$ cat src/rtl/nibble_serial_adder_pkg.sv
// ============================================================================
// Module   : nibble_serial_adder_pkg
// Brief    : Shared nibble width, FSM state codes and sizing helper.
// Revision : 1.0
// ============================================================================
`default_nettype none

package nibble_serial_adder_pkg;

    localparam int NIB_W = 4;

    typedef enum logic [1:0] {
        ST_IDLE = 2'b00,
        ST_RUN  = 2'b01,
        ST_DONE = 2'b10
    } state_e;

    // Counter must be at least one bit wide even when a single nibble exists.
    function automatic int cnt_width(input int nibbles);
        return (nibbles > 1) ? $clog2(nibbles) : 1;
    endfunction

endpackage

`default_nettype wire

$ cat src/rtl/nibble_serial_adder_add_4bit.sv
// ============================================================================
// Module   : add_4bit
// Brief    : Purely combinational 4-bit adder with carry in and carry out.
// Revision : 1.0
// ============================================================================
`default_nettype none

module add_4bit (
    input  logic [3:0] A,
    input  logic [3:0] B,
    input  logic       C_i,
    output logic [3:0] S,
    output logic       C_o
);

    assign {C_o, S} = {1'b0, A} + {1'b0, B} + {4'b0000, C_i};

endmodule

`default_nettype wire

$ cat src/rtl/nibble_serial_adder.sv
// ============================================================================
// Module   : nibble_serial_adder
// Brief    : WIDTH-bit adder evaluated one nibble per cycle, LSB first, with
//            valid/ready handshakes on the operand and result sides.
// Revision : 1.0
// ============================================================================
`default_nettype none

module nibble_serial_adder
    import nibble_serial_adder_pkg::*;
#(
    parameter int WIDTH = 16
) (
    input  logic             clk,
    input  logic             rst_n,
    input  logic             in_valid,
    output logic             in_ready,
    input  logic [WIDTH-1:0] op_a,
    input  logic [WIDTH-1:0] op_b,
    input  logic             cin,
    output logic             out_valid,
    input  logic             out_ready,
    output logic [WIDTH-1:0] sum,
    output logic             cout
);

    localparam int NIBBLES = WIDTH / NIB_W;
    localparam int CNT_W   = cnt_width(NIBBLES);
    localparam logic [CNT_W-1:0] LAST_CNT = CNT_W'(NIBBLES - 1);

    generate
        if (((WIDTH % NIB_W) != 0) || (WIDTH < NIB_W)) begin : g_width_err
            $error("nibble_serial_adder: WIDTH must be a multiple of 4 and >= 4");
        end
    endgenerate

    state_e           state_q;
    logic [CNT_W-1:0] cnt_q;
    logic [WIDTH-1:0] a_sh_q;
    logic [WIDTH-1:0] b_sh_q;
    logic             carry_q;
    logic [WIDTH-1:0] sum_q;
    logic [WIDTH-1:0] sum_d;
    logic             cout_q;
    logic             in_ready_q;
    logic             out_valid_q;

    logic [NIB_W-1:0] nib_s;
    logic             nib_co;

    add_4bit u_add_4bit (
        .A   (a_sh_q[NIB_W-1:0]),
        .B   (b_sh_q[NIB_W-1:0]),
        .C_i (carry_q),
        .S   (nib_s),
        .C_o (nib_co)
    );

    // New nibble enters at the top so the first nibble ends up at bit 0.
    generate
        if (NIBBLES == 1) begin : g_sum_single
            assign sum_d = nib_s;
        end else begin : g_sum_multi
            assign sum_d = {nib_s, sum_q[WIDTH-1:NIB_W]};
        end
    endgenerate

    always_ff @(posedge clk or negedge rst_n) begin
        if (!rst_n) begin
            state_q     <= ST_IDLE;
            cnt_q       <= '0;
            a_sh_q      <= '0;
            b_sh_q      <= '0;
            carry_q     <= 1'b0;
            sum_q       <= '0;
            cout_q      <= 1'b0;
            in_ready_q  <= 1'b1;
            out_valid_q <= 1'b0;
        end else begin
            case (state_q)
                ST_IDLE: begin
                    if (in_valid) begin
                        a_sh_q     <= op_a;
                        b_sh_q     <= op_b;
                        carry_q    <= cin;
                        cnt_q      <= '0;
                        in_ready_q <= 1'b0;
                        state_q    <= ST_RUN;
                    end
                end
                ST_RUN: begin
                    a_sh_q  <= a_sh_q >> NIB_W;
                    b_sh_q  <= b_sh_q >> NIB_W;
                    sum_q   <= sum_d;
                    carry_q <= nib_co;
                    if (cnt_q == LAST_CNT) begin
                        cnt_q       <= '0;
                        cout_q      <= nib_co;
                        out_valid_q <= 1'b1;
                        state_q     <= ST_DONE;
                    end else begin
                        cnt_q <= cnt_q + 1'b1;
                    end
                end
                ST_DONE: begin
                    if (out_ready) begin
                        out_valid_q <= 1'b0;
                        in_ready_q  <= 1'b1;
                        state_q     <= ST_IDLE;
                    end
                end
                default: begin
                    out_valid_q <= 1'b0;
                    in_ready_q  <= 1'b1;
                    state_q     <= ST_IDLE;
                end
            endcase
        end
    end

    assign in_ready  = in_ready_q;
    assign out_valid = out_valid_q;
    assign sum       = sum_q;
    assign cout      = cout_q;

endmodule

`default_nettype wire

$ cat config.mk
export PLATFORM = sky130hd
export DESIGN_NAME = nibble_serial_adder
export DESIGN_NICKNAME = d
export VERILOG_FILES = /design/src/rtl/nibble_serial_adder_pkg.sv /design/src/rtl/nibble_serial_adder_add_4bit.sv /design/src/rtl/nibble_serial_adder.sv
export SDC_FILE = /design/constraint.sdc
export NUM_CORES = 1
export LEC_CHECK = 0
export CELL_PAD_IN_SITES_DETAIL_PLACEMENT = 1
export CELL_PAD_IN_SITES_GLOBAL_PLACEMENT = 2
export CORE_MARGIN = 5
export CORE_UTILIZATION = 38
export DETAILED_ROUTE_END_ITERATION = 10
export DONT_BUFFER_PORTS = 1
export HOLD_SLACK_MARGIN = 0.1
export PLACE_DENSITY_LB_ADDON = 0.12
export SLEW_MARGIN = 0
export SYNTH_ARGS = -nofsm -noshare
export SYNTH_HDL_FRONTEND = slang
export SYNTH_SLANG_ARGS = --single-unit
$ cat constraint.sdc
create_clock -name clk -period 2 [get_ports clk]
set_input_delay 0.2 -clock clk [delete_from_list [all_inputs] [get_ports clk]]
set_output_delay 0.2 -clock clk [all_outputs]
set_load 0.03 [all_outputs]
**Word level (Yosys, flattened, before mapping)**

Cells that the tools add are included.

- Reduce and logical (&&, ||, !) cells: 7
- Bitwise gates (word level): 2
- Mux-type cells: 19
- Eq/ne operators: 6
- Add/subtract/negate cells: 3

Operators with widths:

| cell | count |
|---|---|
| one-hot mux 16 bit (2 select lines) | 2 |
| two-way mux 16 bit | 2 |
| two-way mux 2 bit | 5 |
| AND reduction 3 bit | 3 |
| inequality test 2 bit, second input constant | 3 |
| one-hot mux 1 bit (3 select lines) | 2 |
| one-hot mux 2 bit (3 select lines) | 1 |
| adder 4 x 4 -> 5 bit | 1 |
| adder 5 x 1 -> 5 bit | 1 |
| two-way mux 1 bit | 5 |
| equality test 2 bit, second input constant | 2 |
| one-hot mux 2 bit (2 select lines) | 1 |
| AND reduction 2 bit | 2 |
| adder 2 x 1 -> 2 bit, second input constant | 1 |
| equality test 2 x 1 -> 1 bit, second input constant | 1 |
| zero test 2 bit | 1 |
| inverter 1 bit | 2 |
| one-hot mux 1 bit (2 select lines) | 1 |
| nonzero test 2 bit | 1 |

- Logic and storage cells: 46
- Bits of input ports: 37
- Register bits: 56
- Output and inout bits: 19

**Logic depth before layout (Yosys ltp)**

Gate-level depths: netlist of run 1.

- Depth after elaboration: 3
- Depth in mapped cells: 6
- Mapped depth without buffers: 6

**Cells and area by module**

Synthesis of run 1 repeated with hierarchy kept, for this count alone.

- Cell total of the unflattened synthesis: 247
- Area total of the unflattened synthesis: 2513.7 µm²

Modules (own cells, without submodules):

| module | sequential area each (µm²) | cells each | area each (µm²) | times used |
|---|---|---|---|---|
| nibble_serial_adder | 1402.6 | 231 | 2369.8 | 1 |
| add_4bit | 0.0 | 16 | 143.9 | 1 |

**Worst setup path after synthesis of run 1**

Ideal clock, no wire load.

- Kind: register -> register
- Start: register a_sh_q[0]
- End: register carry_q
- Buffers on the path: 0
- Data required time: 1.866 ns
- Arrival: 1.374 ns
- Slack: 0.493 ns
- Period minus slack after synthesis: 1.507 ns
- Library setup time: 0.134 ns
- Stages on the path, launching flop included: 7
- Cell sequence: dfrtp_1 fa_1 inv_1 fa_1 nand2b_1 o2bb2ai_1 o211ai_1

- Longest elaborated chain between the ends: 3

RTL lines:

| element | line | text |
|---|---|---|
| start, declared | nibble_serial_adder.sv:39 | `logic [WIDTH-1:0] a_sh_q;` |
| start signal, assigned | nibble_serial_adder.sv:83 | `a_sh_q <= op_a;` |
| start signal, assigned | nibble_serial_adder.sv:92 | `a_sh_q <= a_sh_q >> NIB_W;` |
| adder 4 x 4 -> 5 bit | nibble_serial_adder_add_4bit.sv:16 | `assign {C_o, S} = {1'b0, A} + {1'b0, B} + {4'b0000, C_i};` |
| adder 5 x 1 -> 5 bit | nibble_serial_adder_add_4bit.sv:16 |  |
| one-hot mux 1 bit (2 select lines) | nibble_serial_adder.sv:80 | `case (state_q)` |
| end signal, assigned | nibble_serial_adder.sv:85 | `carry_q <= cin;` |
| end signal, assigned | nibble_serial_adder.sv:95 | `carry_q <= nib_co;` |
| end, declared | nibble_serial_adder.sv:41 | `logic carry_q;` |

Every way passes these cells.
A chain may end at the register's enable or synchronous reset.

**Final worst setup path of run 1**

- Start: register state_q[1]
- End: register b_sh_q[11]

- Longest elaborated chain between the ends: 3
- Elaborated cells on any way between the ends: 6
- Classes of those cells: eq/ne (2); mux (1); reduce/logical (3)

RTL lines:

| element | line | text |
|---|---|---|
| start, declared | nibble_serial_adder.sv:37 | `state_e state_q;` |
| start signal, assigned | nibble_serial_adder.sv:70 | `state_q <= ST_IDLE;` |
| start signal, assigned | nibble_serial_adder.sv:88 | `state_q <= ST_RUN;` |
| start signal, assigned | nibble_serial_adder.sv:100 | `state_q <= ST_DONE;` |
| equality test 2 x 1 -> 1 bit or zero test 2 bit (tied branches) | nibble_serial_adder.sv:80 |  |
| nonzero test 2 bit (no source line) or inequality test 2 bit (tied branches) | -- |  |
| AND reduction 2 bit (no source line) | -- |  |
| end signal, assigned | nibble_serial_adder.sv:84 | `b_sh_q <= op_b;` |
| end signal, assigned | nibble_serial_adder.sv:93 | `b_sh_q <= b_sh_q >> NIB_W;` |
| end, declared | nibble_serial_adder.sv:40 | `logic [WIDTH-1:0] b_sh_q;` |

Parallel ways exist; a longest one is shown, timed or not.

==> results of run 1 <==
## layout make-up
type	count	area [sq um]
Sequential cell	56	1400
Timing Repair Buffer	46	453
Fill cell	800	3600
Inverter	6	22.5
Clock buffer	7	86.3
Clock inverter	1	7.51
Multi-Input combinational cell	202	1140
Tap cell	96	120
## registers in the layout, summed over array words and instances (netlist names)
signal,cells
a_sh_q,16
b_sh_q,16
sum,16
cnt_q,2
state_q,2
carry_q,1
cout,1
in_ready,1
out_valid,1
## tightest hold or removal path, stage by stage
cell and delay [ns]:
nor2b_1 0.02, a21oi_1 0.10, o21ai_1 0.06
## cell families (layout without fill, tap and decap cells)
kind of cell             Yosys count  after routing
AO/OA/AOI/OAI                     98             98
XOR/XNOR                           1              1
adder cells (fa/ha/maj)            6              6
buffers and inverters             27             60
flip-flops                        56             56
AND/OR/NAND/NOR                   97             97
## timing repair
| action | in CTS | in global routing |
|---|---|---|
| hold buffers | 35 | 1 |
| buffers inserted | 0 | 0 |
| endpoints found under the hold margin | 89 | 2 |
## power breakdown
part / switching [mW] / internal (mW) / total (mW)
sequential: 0.685 / 1.59 / 2.27
combinational: 1.04 / 0.752 / 1.80
clock: 0.372 / 0.283 / 0.654
total: 2.10 / 2.62 / 4.72
## through the flow
stage          setup WS (ns)  hold slack [ns]   util  total power, mW  cell area [sq um]
6_report               0.220            0.101  0.473             4.72               3230
3_5_place_dp           0.382          -0.0946  0.404             4.05               2760
4_1_cts                0.211            0.102  0.472             4.80               3220
5_1_grt                0.136            0.111  0.473             5.11               3230
2_1_floorplan          0.493          -0.0956      -             3.55               2690
3_3_place_gp           0.416          -0.0940  0.404             3.98               2760
## synthesized netlist by cell type, drive strengths merged
master / n / area (sq um)
dfrtp: 55 / 1380
and2: 1 / 6.26
o21bai: 1 / 7.51
a31oi: 1 / 6.26
o31ai: 1 / 7.51
nand2b: 3 / 18.8
a221oi: 1 / 8.76
o21ai: 39 / 195
o2bb2ai: 1 / 8.76
nor4bb: 2 / 20.0
nor2: 5 / 18.8
fa: 2 / 40.0
ha: 4 / 50.1
a21oi: 24 / 120
a32o: 1 / 10.0
nand3: 1 / 5.00
or3: 1 / 6.26
inv: 6 / 22.5
dfstp: 1 / 26.3
a2bb2oi: 2 / 17.5
a22o: 1 / 8.76
clkbuf: 4 / 15.0
buf: 17 / 113
nand2: 60 / 225
o211ai: 2 / 15.0
xor2: 1 / 8.76
a22oi: 23 / 173
o21a: 1 / 7.51
nor2b: 24 / 150
## routing by layer
layer,global-route usage,vias up
li1,-,1043
met1,0.196,1089
met2,0.284,46
met3,0.0449,6
met4,0.0433,0
met5,0,-
## path summary, 6_finish.rpt
check	endpoint	slack [ns]
max in group asynchronous	in_ready	1.33
setup reg to reg	b_sh_q[11]	0.22
setup / recovery	b_sh_q[11]	0.22
min in group asynchronous	a_sh_q[11]	0.39
hold / removal	a_sh_q[13]	0.10
hold reg to reg	a_sh_q[11]	0.50
==> summary.txt, run 1 <==
Route
  – Detailed Routing Iterations Pass 1: 4
  – Residual DRC: 0
  – Post-DR vias/cell: 5.28
  – Detailed-route via count: 2184
  – Detail Route Antenna Nets: 0
  – WL/cell: 16.8 um
  – Met3 wire length: 347 um
  – Met1 Wirelength: 3060 um
  – WL final: 6940 um
  – Metal2 WL: 3450 um
  – Drt initial violations: 73
  – Highest Signal Layer: met4

Logic synthesis
  – Ys Warns: 0
  – Multiplexer share of the synthesized area: 0
  – Post-synth cell types: 32
  – Complex-gate fraction of the synthesized area: 0.218
  – Synth Instances: 285
  – Post-synthesis adder-cell area fraction: 0.0335
  – Post-synthesis simple-gate area fraction: 0.168
  – Synth Net Count: 328
  – Xor/xnor share of the synthesized area: 0.00326
  – Largest family of logic cells by synthesized area: compound AO/OA/AOI/OAI gates
  – Sequential cell area fraction in the yosys report: 0.522
  – FF+latch count, synth: 56
  – Avg Cell Area, Syn: 9.43 sq um
  – Syn Std Cell Area: 0.00269 sq mm

Clock tree
  – Resize count post-CTS: 0
  – CTS HTree Levels: 2
  – Clock buffer depth: 2
  – Clock sinks: 56
  – CTS clock-pin slew for the worst setup and hold paths: 0.10 ns
  – TritonCTS clock tree: built
  – Clk root buf: clkbuf_8
  – Worst-Skew Late Latency: 0.31 ns
  – Num CTS Buffers: 5

STA
  – Period utilisation layout: 0.890
  – Worst-margin pin slew: 0.888 ns
  – Final Skew: 0.0107 ns
  – Slew HR: 0.407
  – Endpoints failing setup: 0
  – Final slew viol count: 0
  – RSZ-0062 raised after global routing: no
  – Sum Neg Setup Slack: 0 ns
  – Minimum clock period: 1.78 ns
  – Hold Fails Final Rpt: 0
  – Maximum clock rate: 0.562 GHz

Critical path
  – Worst R2R Start: state_q[1]
  – Crit path max fanout: 21
  – Critical path class: register to register
  – Worst setup EP type: register
  – CP cell instances: buf_4 > nor2b_2 > buf_4 > a21oi_1 > dlygate4sd3_1 > o21ai_1
  – FF-to-FF path depth: 6
  – Crit path max-delay cell type: dlygate4sd3_1
  – Startpoint Class: register
  – Critical path arrival: 2.03 ns
  – Peak per-stage delay on the critical path: 0.55 ns
  – WP depth: 6
  – CP top delay family: buffers and inverters
  – Crit path from: state_q[1]
  – Most used cell, CP: buf_4
  – Worst EP required: 2.25 ns
  – Buf/Inv on CP: 3

Layout
  – Share of post-route cells with drive strength above 1: 0.0660
  – Non-Filler Instances: 414
  – Commonest non-fill, non-tap cell in the layout: nand2_1
  – Most frequent cells in the layout: nand2_1 (60), dfrtp_1 (55), dlygate4sd3_1 (35), o21ai_1 (25), a21oi_1 (24)
  – Antenna cells: 0
  – Syn-to-layout area delta: 20.3%
  – Layout Nets: 360

Outcome
  – Status: finished, final reports clean

Place
  – Placer Congestion: 0.733
  – Placed instance count: 370
  – Port buffer count: 0
  – HPWL Detailed: 4540 um

Power and ir drop
  – Leakage power: 1.40 nW
  – Pwr/cell area: 1460 mW/mm^2
  – Peak supply drop: 507 uV

Hold path
  – Hold path depth: 3
  – Worst hold-check path type: input pin to register
  – Min-delay src: in_valid

Global route
  – Number of global-route vias before repair: 2337
  – First-pass GRT wire length: 11400 um
  – GRT Total Usage: 0.163
  – Initial antenna violation count: 0
  – GR Overflow Total: 0
  – Largest net degree at the start of global routing: 57

Die
  – Die Area: 0.00885 sq mm
  – DIE WIDTH: 94.1 um
  – IO Count: 56
  – Die Y: 94.1 um
  – Core Box Area: 0.00683 sq mm
  – Starting density of the core: 0.393
  – Row count: 30

Job
  – Maxcap violations: 0
Note: power is estimated with default switching activity, not from simulation.
==> run 2: changes to the inputs <==
--- a/config.mk
+++ b/config.mk
@@ -5,10 +5,11 @@
 export SDC_FILE = /design/constraint.sdc
 export NUM_CORES = 1
 export LEC_CHECK = 0
+export ABC_AREA = 1
 export CELL_PAD_IN_SITES_DETAIL_PLACEMENT = 1
 export CELL_PAD_IN_SITES_GLOBAL_PLACEMENT = 2
 export CORE_MARGIN = 5
-export CORE_UTILIZATION = 38
+export CORE_UTILIZATION = 33
 export DETAILED_ROUTE_END_ITERATION = 10
 export DONT_BUFFER_PORTS = 1
 export HOLD_SLACK_MARGIN = 0.1
==> constraint.sdc (replaced) <==
create_clock -name clk -period 1.6 [get_ports clk]
set_input_delay 0.16 -clock clk [delete_from_list [all_inputs] [get_ports clk]]
set_output_delay 0.16 -clock clk [all_outputs]
set_load 0.03 [all_outputs]
==> run 2 against run 1 <==
  * Cell count increased by 2.2%
  * Largest cell class unchanged
  * Critical endpoint is now sum[13]
  * Final area is 4.1% lower
  * Highest routed layer unchanged
  * Non-clock buffer count shrank 3
==> summary.txt, run 2 <==
Outcome
  – Status: finished, final reports clean

Logic synthesis
  – Post-synth cell types: 23 (-28%)
  – Synth Instances: 288 (+1.1%)
  – Avg Cell Area, Syn: 8.84 sq um (-6.3%)
  – Top-count cell post-synth: dfrtp_1
  – Primary FF master, synth: dfrtp_1
  – Sequential cell area fraction in the yosys report: 0.551 (+0.0292)
  – Synth async-reset ratio: 1.00 (unchanged)
  – Synth Net Count: 331 (+0.91%)
  – Ys Warns: 0 (unchanged)
  – Top cells by count, synth: dfrtp_1 (55), nand2_1 (49), o21ai_0 (46)
  – Largest cells by area after synthesis: dfrtp_1 (54%), o21ai_0 (9.0%), nand3_1 (8.1%)
  – Count of flip-flops with a built-in enable after synthesis: 0 (unchanged)
  – FF+latch count, synth: 56 (unchanged)
  – Syn Std Cell Area: 0.00254 sq mm (-5.3%)
  – Top-area cell type share of the netlist area: 0.541 (+0.0287)
  – Leading area contributor after synthesis: dfrtp_1

Route
  – Detailed-route via count: 2057 (-5.8%)
  – Detail Route Antenna Nets: 0 (unchanged)
  – Post-DR vias/cell: 4.86 (-7.8%)
  – Detailed Routing Iterations Pass 1: 4 (unchanged)
  – Drt initial violations: 49 (-33%)
  – WL/cell: 16.8 um (about the same)
  – WL final: 7090 um (+2.2%)
  – Residual DRC: 0 (unchanged)

Global route
  – GR Overflow Total: 0 (unchanged)
  – GRT Total Usage: 0.153 (-0.00998)
  – Largest net degree at the start of global routing: 57 (unchanged)
  – First-pass GRT wire length: 11900 um (+4.2%)
  – Number of global-route vias before repair: 2257 (-3.4%)
  – Initial antenna violation count: 0 (unchanged)

STA
  – Sum Neg Setup Slack: 0 ns (unchanged)
  – Minimum clock period: 1.48 ns (-0.296 ns)
  – RSZ-0062 raised after global routing: no
  – Worst-margin pin slew: 0.392 ns (-0.496 ns)
  – Final Skew: 0.0101 ns (-0.000597 ns)
  – Hold Fails Final Rpt: 0 (unchanged)
  – Endpoints failing setup: 0 (unchanged)
  – Maximum clock rate: 0.674 GHz (+20%)
  – Slew HR: 0.738 (+0.331)
  – Period utilisation layout: 0.927 (+0.0372)
  – Final slew viol count: 0 (unchanged)
  – Fin worst setup slack: 0.116 ns (-0.104 ns)

Critical path
  – Critical path arrival: 1.72 ns (-0.31 ns)
  – Startpoint Class: register
  – Crit path max fanout: 2 (-90%)
  – Critical path class: register to register
  – Worst EP required: 1.84 ns (-0.41 ns)
  – Peak per-stage delay on the critical path: 0.41 ns (-0.14 ns)
  – CP cell instances: fa_2 > inv_1 > fa_1 > o21ai_1
  – Worst setup EP type: register
  – Buf/Inv on CP: 1 (-2)
  – Crit path max-delay cell type: dfrtp_1
  – CP top delay family: adder cells

Die
  – Die Area: 0.00957 sq mm (+8.1%)
  – DIE WIDTH: 97.8 um (+3.9%)
  – Core Box Area: 0.00761 sq mm (+11%)
  – Starting density of the core: 0.335 (-0.0589)
  – Die Y: 97.8 um (+3.9%)
  – Row count: 32 (+6.7%)
  – IO Count: 56 (unchanged)

Layout
  – Most frequent cells in the layout: dfrtp_1 (55), nand2_1 (49), o21ai_0 (45), nand3_1 (41), dlygate4sd3_1 (33)
  – Share of post-route cells with drive strength above 1: 0.0779 (+0.0118)
  – Syn-to-layout area delta: 21.8%
  – Antenna cells: 0 (unchanged)
  – Layout Nets: 363 (+0.83%)
  – Commonest non-fill, non-tap cell in the layout: dfrtp_1

Hold path
  – Worst hold-check path type: input pin to register

Place
  – HPWL Detailed: 4640 um (+2.3%)
  – Placer Congestion: 0.690 (-5.9%)
  – Port buffer count: 0 (unchanged)
  – Setup WS pre-CTS: 0.0183 ns (-0.364 ns)

Clock tree
  – CTS clock-pin slew for the worst setup and hold paths: 0.11 ns (about the same)
  – Worst-Skew Late Latency: 0.32 ns (about the same)
  – CTS HTree Levels: 2 (unchanged)
  – Clock buffer depth: 2 (unchanged)
  – Num CTS Buffers: 5 (unchanged)
  – Setup bufs post-CTS: 0 (unchanged)
  – TritonCTS clock tree: built
  – Clock sinks: 56 (unchanged)
  – Clk root buf: clkbuf_8

Power and ir drop
  – Peak supply drop: 1040 uV (+110%)
  – Leakage power: 1.42 nW (+1.7%)
  – Pwr/cell area: 2060 mW/mm^2 (+41%)

Job
  – Maxcap violations: 0 (unchanged)
-- run 2: cell count changes after synthesis, moves of 3 or more --
cell,change
nand2b_1,-3
nor2_1,+22
buf_4,+4
o21ai_1,-9
nor2b_1,-24
buf_2,-4
nand3_1,+40
nand2_1,-11
inv_1,+10
a21oi_1,-20
o21ai_0,+32
a22oi_1,-23
-- run 2: path summary, 6_finish.rpt --
path,depth (start not counted),start,to,slack [ns]
max,4,a_sh_q[0],sum[13],0.12
min in group asynchronous,2,rst_n,b_sh_q[10],0.41
max reg2reg,4,a_sh_q[0],sum[13],0.12
min reg2reg,1,cnt_q[0],cnt_q[0],0.50
max in group asynchronous,2,rst_n,in_ready,0.91
min,4,cin,carry_q,0.11
-- run 2: routing by layer --
layer	GRT usage	wire length [um]	up-vias
met5	0	0	-
met4	0.0437	106	0
met3	0.0379	305	8
met2	0.245	3290	41
met1	0.206	3390	992
li1	-	-	1016
-- run 2: layout make-up --
cell class | count | area, sq um
fillers | 888 | 4510
flip-flops and latches | 56 | 1400
clock buffers | 6 | 72.6
well taps | 102 | 128
inverters | 17 | 63.8
repair buffers | 43 | 450
clock inverters | 2 | 12.5
multi-input cells | 197 | 970
-- run 2: kinds of logic after synthesis --
| family | Yosys count | synth area share |
|---|---|---|
| AO/OA/AOI/OAI | 71 | 0.145 |
| adder cells (fa/ha/maj) | 6 | 0.0354 |
| buffers and inverters | 35 | 0.0688 |
| flip-flops | 56 | 0.551 |
| AND/OR/NAND/NOR | 120 | 0.200 |
-- run 2: through the flow --
step	utilization	std cells	power, mW	area (sq um)	hold WS (ns)
floorplan	-	288	4.74	2540	-0.136
global route	0.407	423	6.98	3100	0.111
finish	0.407	423	6.38	3100	0.110
global placement	0.349	381	5.49	2650	-0.133
CTS	0.407	423	6.49	3100	0.100
detailed placement	0.349	381	5.57	2650	-0.133
-- run 2: repair_timing --
| action | CTS | global route |
|---|---|---|
| resized for setup | 0 | 3 |
| setup endpoints to repair | 0 | 4 |
| hold endpoints to repair | 88 | 0 |
| hold buffers | 34 | 0 |
-- run 2: power breakdown --
group / total [mW] / switching, mW / leakage, nW / internal [mW]
Sequential: 2.94 / 0.880 / 0.703 / 2.06
Combinational: 2.64 / 1.62 / 0.676 / 1.02
Clock: 0.800 / 0.492 / 0.0412 / 0.308
Total: 6.38 / 2.99 / 1.42 / 3.38
-- run 2: worst reg2reg max path, cell delays in order (launching register included) --
cell,delay (ns)
dfrtp_1,0.41
fa_2,0.39
inv_1,0.07
fa_1,0.41
o21ai_1,0.13
